==> config.mk <==
export PLATFORM = sky130hd
export DESIGN_NAME = sseg_scan_driver
export DESIGN_NICKNAME = d
export VERILOG_FILES = /design/src/rtl/sseg_scan_driver.sv
export SDC_FILE = /design/constraint.sdc
export NUM_CORES = 1
export LEC_CHECK = 0
export ABC_AREA = 1
export CAP_MARGIN = 10
export CELL_PAD_IN_SITES_DETAIL_PLACEMENT = 1
export CELL_PAD_IN_SITES_GLOBAL_PLACEMENT = 1
export CORE_UTILIZATION = 30
export CTS_BUF_LIST = sky130_fd_sc_hd__clkbuf_4
export DETAILED_ROUTE_END_ITERATION = 12
export GPL_TIMING_DRIVEN = 0
export PLACE_DENSITY = 0.69
export REMOVE_ABC_BUFFERS = 1
export SKIP_CTS_REPAIR_TIMING = 1
export SLEW_MARGIN = 20
export SYNTH_ARGS = -nofsm -noshare
export SYNTH_HDL_FRONTEND = slang
export SYNTH_SLANG_ARGS = --single-unit
==> constraint.sdc <==
create_clock -name clk -period 1.65 [get_ports clk]
set_input_delay 0.33 -clock clk [delete_from_list [all_inputs] [get_ports clk]]
set_output_delay 0.33 -clock clk [all_outputs]
set_load 0.02 [all_outputs]
==> src/rtl/sseg_scan_driver.sv <==
// -----------------------------------------------------------------------------
// sseg_scan_driver
//   Multiplexed seven-segment driver for DIGITS common-anode digits.
//   - Prescaler sets the digit slot length (PRESCALE clk cycles per digit).
//   - Double-buffered display value: load writes a shadow register, and the
//     shadow reaches the display register only on a frame boundary, so a frame
//     never shows a mix of old and new digits.
//   - Hex decode (0-9, A b C d E F), per-digit decimal points, PWM dimming on
//     the anode enables.
//   - All pin outputs are registered (one cycle behind the scan index).
//
//   Optional feature macro: SSEG_BLANK_LEADING_ZERO_EN
//     When defined, digit k (k >= 1) is blanked while it and every higher
//     digit of the display register are zero. Digit 0 is never blanked, the
//     decimal point and anode scan are unaffected.
// -----------------------------------------------------------------------------
module sseg_scan_driver #(
    parameter int DIGITS   = 4,       // 1..8
    parameter int PRESCALE = 100000,  // clk cycles per digit slot, >= 2
    parameter int PWM_BITS = 4
) (
    input  logic                  clk,
    input  logic                  rst_n,
    input  logic [4*DIGITS-1:0]   bcd_in,
    input  logic [DIGITS-1:0]     dp_in,
    input  logic                  load,
    input  logic [PWM_BITS-1:0]   bright,
    output logic [DIGITS-1:0]     sseg_a_o,
    output logic [6:0]            sseg_c_o,
    output logic                  dp_o,
    output logic                  frame_o
);

    localparam int PRESC_W = (PRESCALE > 1) ? $clog2(PRESCALE) : 1;
    localparam int IDX_W   = (DIGITS > 1) ? $clog2(DIGITS) : 1;

    localparam logic [PRESC_W-1:0] PRESC_LAST = PRESC_W'(PRESCALE - 1);
    localparam logic [IDX_W-1:0]   IDX_LAST   = IDX_W'(DIGITS - 1);

    localparam logic [6:0] SEG_BLANK = 7'b1111111;

    // -------------------------------------------------------------------------
    // State
    // -------------------------------------------------------------------------
    logic [PRESC_W-1:0]      presc;
    logic [IDX_W-1:0]        idx;
    logic [PWM_BITS-1:0]     pwm_cnt;

    // Nibble k of each register drives digit k (digit 0 is rightmost).
    logic [DIGITS-1:0][3:0]  shadow_bcd;
    logic [DIGITS-1:0]       shadow_dp;
    logic [DIGITS-1:0][3:0]  disp_bcd;
    logic [DIGITS-1:0]       disp_dp;

    // -------------------------------------------------------------------------
    // Combinational helpers
    // -------------------------------------------------------------------------
    logic                    tick;
    logic                    frame_tick;
    logic                    pwm_on;
    logic [DIGITS-1:0]       anode_next;
    logic [6:0]              seg_pat;
    logic [6:0]              seg_next;

    // Hex nibble to active-low cathode pattern, bit 6 = a ... bit 0 = g.
    function automatic logic [6:0] decode_hex(input logic [3:0] nib);
        case (nib)
            4'h0:    return 7'b0000001;
            4'h1:    return 7'b1001111;
            4'h2:    return 7'b0010010;
            4'h3:    return 7'b0000110;
            4'h4:    return 7'b1001100;
            4'h5:    return 7'b0100100;
            4'h6:    return 7'b0100000;
            4'h7:    return 7'b0001111;
            4'h8:    return 7'b0000000;
            4'h9:    return 7'b0000100;
            4'hA:    return 7'b0001000;
            4'hB:    return 7'b1100000;
            4'hC:    return 7'b0110001;
            4'hD:    return 7'b1000010;
            4'hE:    return 7'b0110000;
            default: return 7'b0111000;  // F
        endcase
    endfunction

    assign tick       = (presc == PRESC_LAST);
    assign frame_tick = tick && (idx == IDX_LAST);

    // PWM gate: all-ones brightness means always on (the counter can never be
    // strictly below all-ones on every cycle, so it needs its own term).
    assign pwm_on = (bright == {PWM_BITS{1'b1}}) || (pwm_cnt < bright);

`ifdef SSEG_BLANK_LEADING_ZERO_EN
    logic [DIGITS-1:0] blank_mask;
    logic              upper_zero;

    // Walk from the most significant digit down: a digit is blanked while it
    // and everything above it is zero. Digit 0 stays unblanked.
    always_comb begin
        // NOTE: every always_comb output gets a default before any branch so
        // no path leaves it unassigned, which would infer a latch.
        blank_mask = '0;
        upper_zero = 1'b1;
        for (int k = DIGITS - 1; k >= 1; k--) begin
            upper_zero                = upper_zero && (disp_bcd[IDX_W'(k)] == 4'h0);
            blank_mask[IDX_W'(k)]     = upper_zero;
        end
    end
`endif

    // Next values for the registered pins, derived from the current scan slot.
    always_comb begin
        anode_next = '1;
        if (pwm_on) begin
            anode_next = ~(DIGITS'(1) << idx);
        end
        seg_pat = decode_hex(disp_bcd[idx]);
`ifdef SSEG_BLANK_LEADING_ZERO_EN
        seg_next = blank_mask[idx] ? SEG_BLANK : seg_pat;
`else
        seg_next = seg_pat;
`endif
    end

    // -------------------------------------------------------------------------
    // Scan timebase: prescaler, digit index and free-running PWM counter.
    // -------------------------------------------------------------------------
    always_ff @(posedge clk) begin
        // NOTE: sequential state uses non-blocking assignment so every register
        // samples pre-edge values, independent of block ordering.
        if (!rst_n) begin
            presc   <= '0;
            idx     <= '0;
            pwm_cnt <= '0;
        end else begin
            pwm_cnt <= pwm_cnt + 1'b1;
            if (tick) begin
                presc <= '0;
                idx   <= (idx == IDX_LAST) ? '0 : idx + 1'b1;
            end else begin
                presc <= presc + 1'b1;
            end
        end
    end

    // -------------------------------------------------------------------------
    // Double buffer: load writes the shadow, frame boundary publishes it; a
    // load on the boundary cycle bypasses the shadow so the newest value wins.
    // -------------------------------------------------------------------------
    always_ff @(posedge clk) begin
        // NOTE: these value registers are reset on purpose: a reset must blank
        // any pending load and restart from a known all-zero display.
        if (!rst_n) begin
            shadow_bcd <= '0;
            shadow_dp  <= '0;
            disp_bcd   <= '0;
            disp_dp    <= '0;
        end else begin
            if (load) begin
                shadow_bcd <= bcd_in;
                shadow_dp  <= dp_in;
            end
            if (frame_tick) begin
                disp_bcd <= load ? bcd_in : shadow_bcd;
                disp_dp  <= load ? dp_in  : shadow_dp;
            end
        end
    end

    // -------------------------------------------------------------------------
    // Registered pin outputs; frame_o lines up with the display register update.
    // -------------------------------------------------------------------------
    always_ff @(posedge clk) begin
        if (!rst_n) begin
            sseg_a_o <= '1;
            sseg_c_o <= SEG_BLANK;
            dp_o     <= 1'b1;
            frame_o  <= 1'b0;
        end else begin
            sseg_a_o <= anode_next;
            sseg_c_o <= seg_next;
            dp_o     <= ~disp_dp[idx];
            frame_o  <= frame_tick;
        end
    end

endmodule

==> results.cfg <==
[status]
status = finished, violations left
violations = DRC

[pwr]
clockPowerShare = 0.380
p_total_mw = 3.53
p_seq_frac = 0.540
powerDensity_nw_per_um2 = 780
power_frac_comb = 0.080
leakage_nw = 2.09
peakVddDrop_uv = 241
p_sw_frac = 0.241
p_switching_uw = 852
p_int_mw = 2.68

[synthesis]
syn-cell-area_um2 = 3590
synth_area_per_cell_um2 = 7.22
ys_seq_area_frac = 0.424
synth.top_cell.area_share = 0.424
netlist_instances = 497
ys_ff_latch = 76
ys_warn_count = 0
synth.distinct_cells = 27
synth_top_cell_by_area = dfxtp_1
ys_top_cells_by_area = dfxtp_1, nand2_1, nand3_1

[route]
top_layer_used = met4
met3WireLength_um = 280
viasPerCell = 4.65
drc = 8
wl_met2_mm = 4.19
ant_nets = 0
vias = 3217
first_iter_violations = 123
drt-met1-wl_mm = 4.26
routed_wl_mm = 8.89
first_pass_iters = 8
wl_per_cell_um = 12.8

[setup_path]
r2r_slack_ns = 0.07
reg2reg_from = presc[0]$_SDFF_PP0_
rr_worst_depth = 8
path_cells = ha_4, nand2_4, nor2_4, nand3_4, buf_12, nor2_4, nand4_1, nand2_1
cp.depth = 8
cp_slowest_stage_delay_ns = 0.38
cp-end-kind = register
crit_required_ns = 2.04
crit_family = simple AND/OR/NAND/NOR gates
cpMostUsedCell = nor2_4
r2r_end = disp_bcd[14]$_SDFFE_PN0P_
cp-start-kind = register
arrival_ns = 1.97
worstPathMaxFanout = 10
path_buf_inv = 1
critPathKind = reg2reg
slowest_stage = dfxtp_2

[global_routing]
grt_pass1_wl_mm = 14.6
grt_max_degree = 41
gr-total-overflow = 0
antenna_found_initial = 0
track_usage = 0.145
grt_pass1_vias = 3249

[cells_and_area]
diodes = 0
area_delta_synth_final_pct = 26.3
finalNetCount = 586
final_cells = 692
fill_cells = 1435
drive_above_1_share = 0.128
stdcell_area_um2 = 4530

[clock_network]
path_clk_slew_ns = 0.13
clk_latency_ns = 0.45
htreeDepth = 3
cts-buffers-inserted = 9
clock_sinks = 76
clockRootBuffer = clkbuf_4
clockBufferDepth = 2
tritoncts = done

[sta]
max-slew-margin-rel = 0.567
skew_ns = 0.0187
worstMarginPinSlew_ns = 0.650
slew_viol_final = 0
min_period_over_period = 0.956
setup_violations = 0
fmaxAchievable_mhz = 634
period_needed_ns = 1.58
finalHoldViolCount = 0

[placement]
port_buffers = 39
dpl.hpwl_mm = 5.96
dp_cells = 660
gp_congestion = 0.757
placed_area_um2 = 4070

[die]
fp.dieH_um = 111
initial_core_util = 0.312
die-area_um2 = 12400
core_area_um2 = 11500
rows = 39
io_pins = 40
chipWidth_um = 111

[worst_hold_path]
hold_path.class = in2reg
hold_path.startpoint = rst_n
min_to = sseg_c_o[0]$_SDFF_PN1_
holdPathStages = 2

[run]
drv_cap = 0
-- registers in the layout, summed over array words and instances (netlist names) --
| name | cells |
|---|---|
| shadow_bcd | 16 |
| disp_bcd | 16 |
| dp_o | 1 |
| disp_dp | 4 |
| presc | 17 |
| sseg_c_o | 7 |
| pwm_cnt | 4 |
| shadow_dp | 4 |
| sseg_a_o | 4 |
| idx | 2 |
| frame_o | 1 |
-- cell type report --
| cell class | count | area, um^2 | area share |
|---|---|---|---|
| multi-input combinational | 329 | 1780 | 0.393 |
| sequential | 76 | 1530 | 0.338 |
| timing repair buffer | 55 | 594 | 0.131 |
| inverter | 73 | 284 | 0.0627 |
| tap | 143 | 179 | 0.0395 |
| clock buffer | 12 | 90.1 | 0.0199 |
| clock inverter | 4 | 73.8 | 0.0163 |
-- cells by family (layout without fill, tap and decap cells) --
kind of cell	after synthesis	after routing	synth area share
AND/OR/NAND/NOR	266	267	0.343
buffers and inverters	93	144	0.105
flip-flops	76	76	0.424
AO/OA/AOI/OAI	38	38	0.0537
adder cells (fa/ha/maj)	15	15	0.0523
XOR/XNOR	9	9	0.0220
-- power by group through the flow --
stage                     sequential, mW  clock, mW  combinational [mW]
after floorplan                     1.96          0               0.116
after global placement              1.95          0               0.267
after detailed placement            1.95          0               0.282
after CTS                           1.91       1.39               0.283
after global routing                1.92       1.46               0.322
final                               1.91       1.34               0.282
-- synth_stat cells --
cell type / instances
inv_1: 66
nand2_2: 6
nor3_1: 1
nand3_1: 52
nor3_4: 1
dfxtp_1: 76
or2_0: 1
nor2_1: 58
buf_1: 2
buf_2: 1
buf_4: 3
clkbuf_1: 12
xnor2_1: 3
nand3_2: 2
o21ai_0: 30
buf_6: 2
o211ai_1: 1
inv_2: 5
nor3_2: 1
xor2_1: 6
nand2_4: 2
nand4_1: 26
a21oi_1: 7
nand2_1: 111
ha_1: 15
clkinv_1: 2
nor2_4: 5
-- worst max path at each step --
| stage | end | slack, ns | startpoint |
|---|---|---|---|
| global placement | sseg_c_o[1]$_SDFF_PN1_ | -2.43 | rst_n |
| floorplan | sseg_c_o[1]$_SDFF_PN1_ | -0.05 | idx[0]$_SDFFE_PN0N_ |
| global route | sseg_c_o[3]$_SDFF_PN1_ | -0.03 | idx[1]$_SDFFE_PN0N_ |
| finish | disp_bcd[14]$_SDFFE_PN0P_ | 0.07 | presc[0]$_SDFF_PP0_ |
| detailed placement | sseg_c_o[1]$_SDFF_PN1_ | -0.54 | idx[0]$_SDFFE_PN0N_ |
| CTS | sseg_c_o[1]$_SDFF_PN1_ | -0.55 | idx[0]$_SDFFE_PN0N_ |
-- cell usage in the layout, fill, tap and decap left out, drive strengths merged --
master and instances:
nor2 64, or2 1, xor2 6, clkbuf 12
nor3 3, o21ai 30, bufinv 2, dfxtp 76
clkinvlp 2, nand3 54, inv 70, buf 18
nand4 26, a21oi 7, nand2 119, ha 15
dlymetal6s2s 13, clkinv 3, o211ai 1, clkdlybuf4s50 24
xnor2 3
-- metal layers --
| metal | global-route usage | up-vias |
|---|---|---|
| met4 | 0.0595 | 0 |
| met5 | 0 | - |
| met1 | 0.175 | 1500 |
| met2 | 0.250 | 39 |
| met3 | 0.0294 | 10 |
| li1 | - | 1668 |
-- metrics by stage --
stage	setup WS (ns)	setup TNS (ns)	hold slack [ns]	utilization
after floorplan	-0.0452	-0.0828	0.406	-
after global placement	-2.43	-105.41	0.429	0.352
after detailed placement	-0.540	-21.51	0.451	0.354
after CTS	-0.547	-15.55	0.293	0.368
after global routing	-0.0259	-0.0554	0.345	0.394
final	0.0722	0	0.345	0.394
Note: power is estimated with default switching activity, not from simulation.
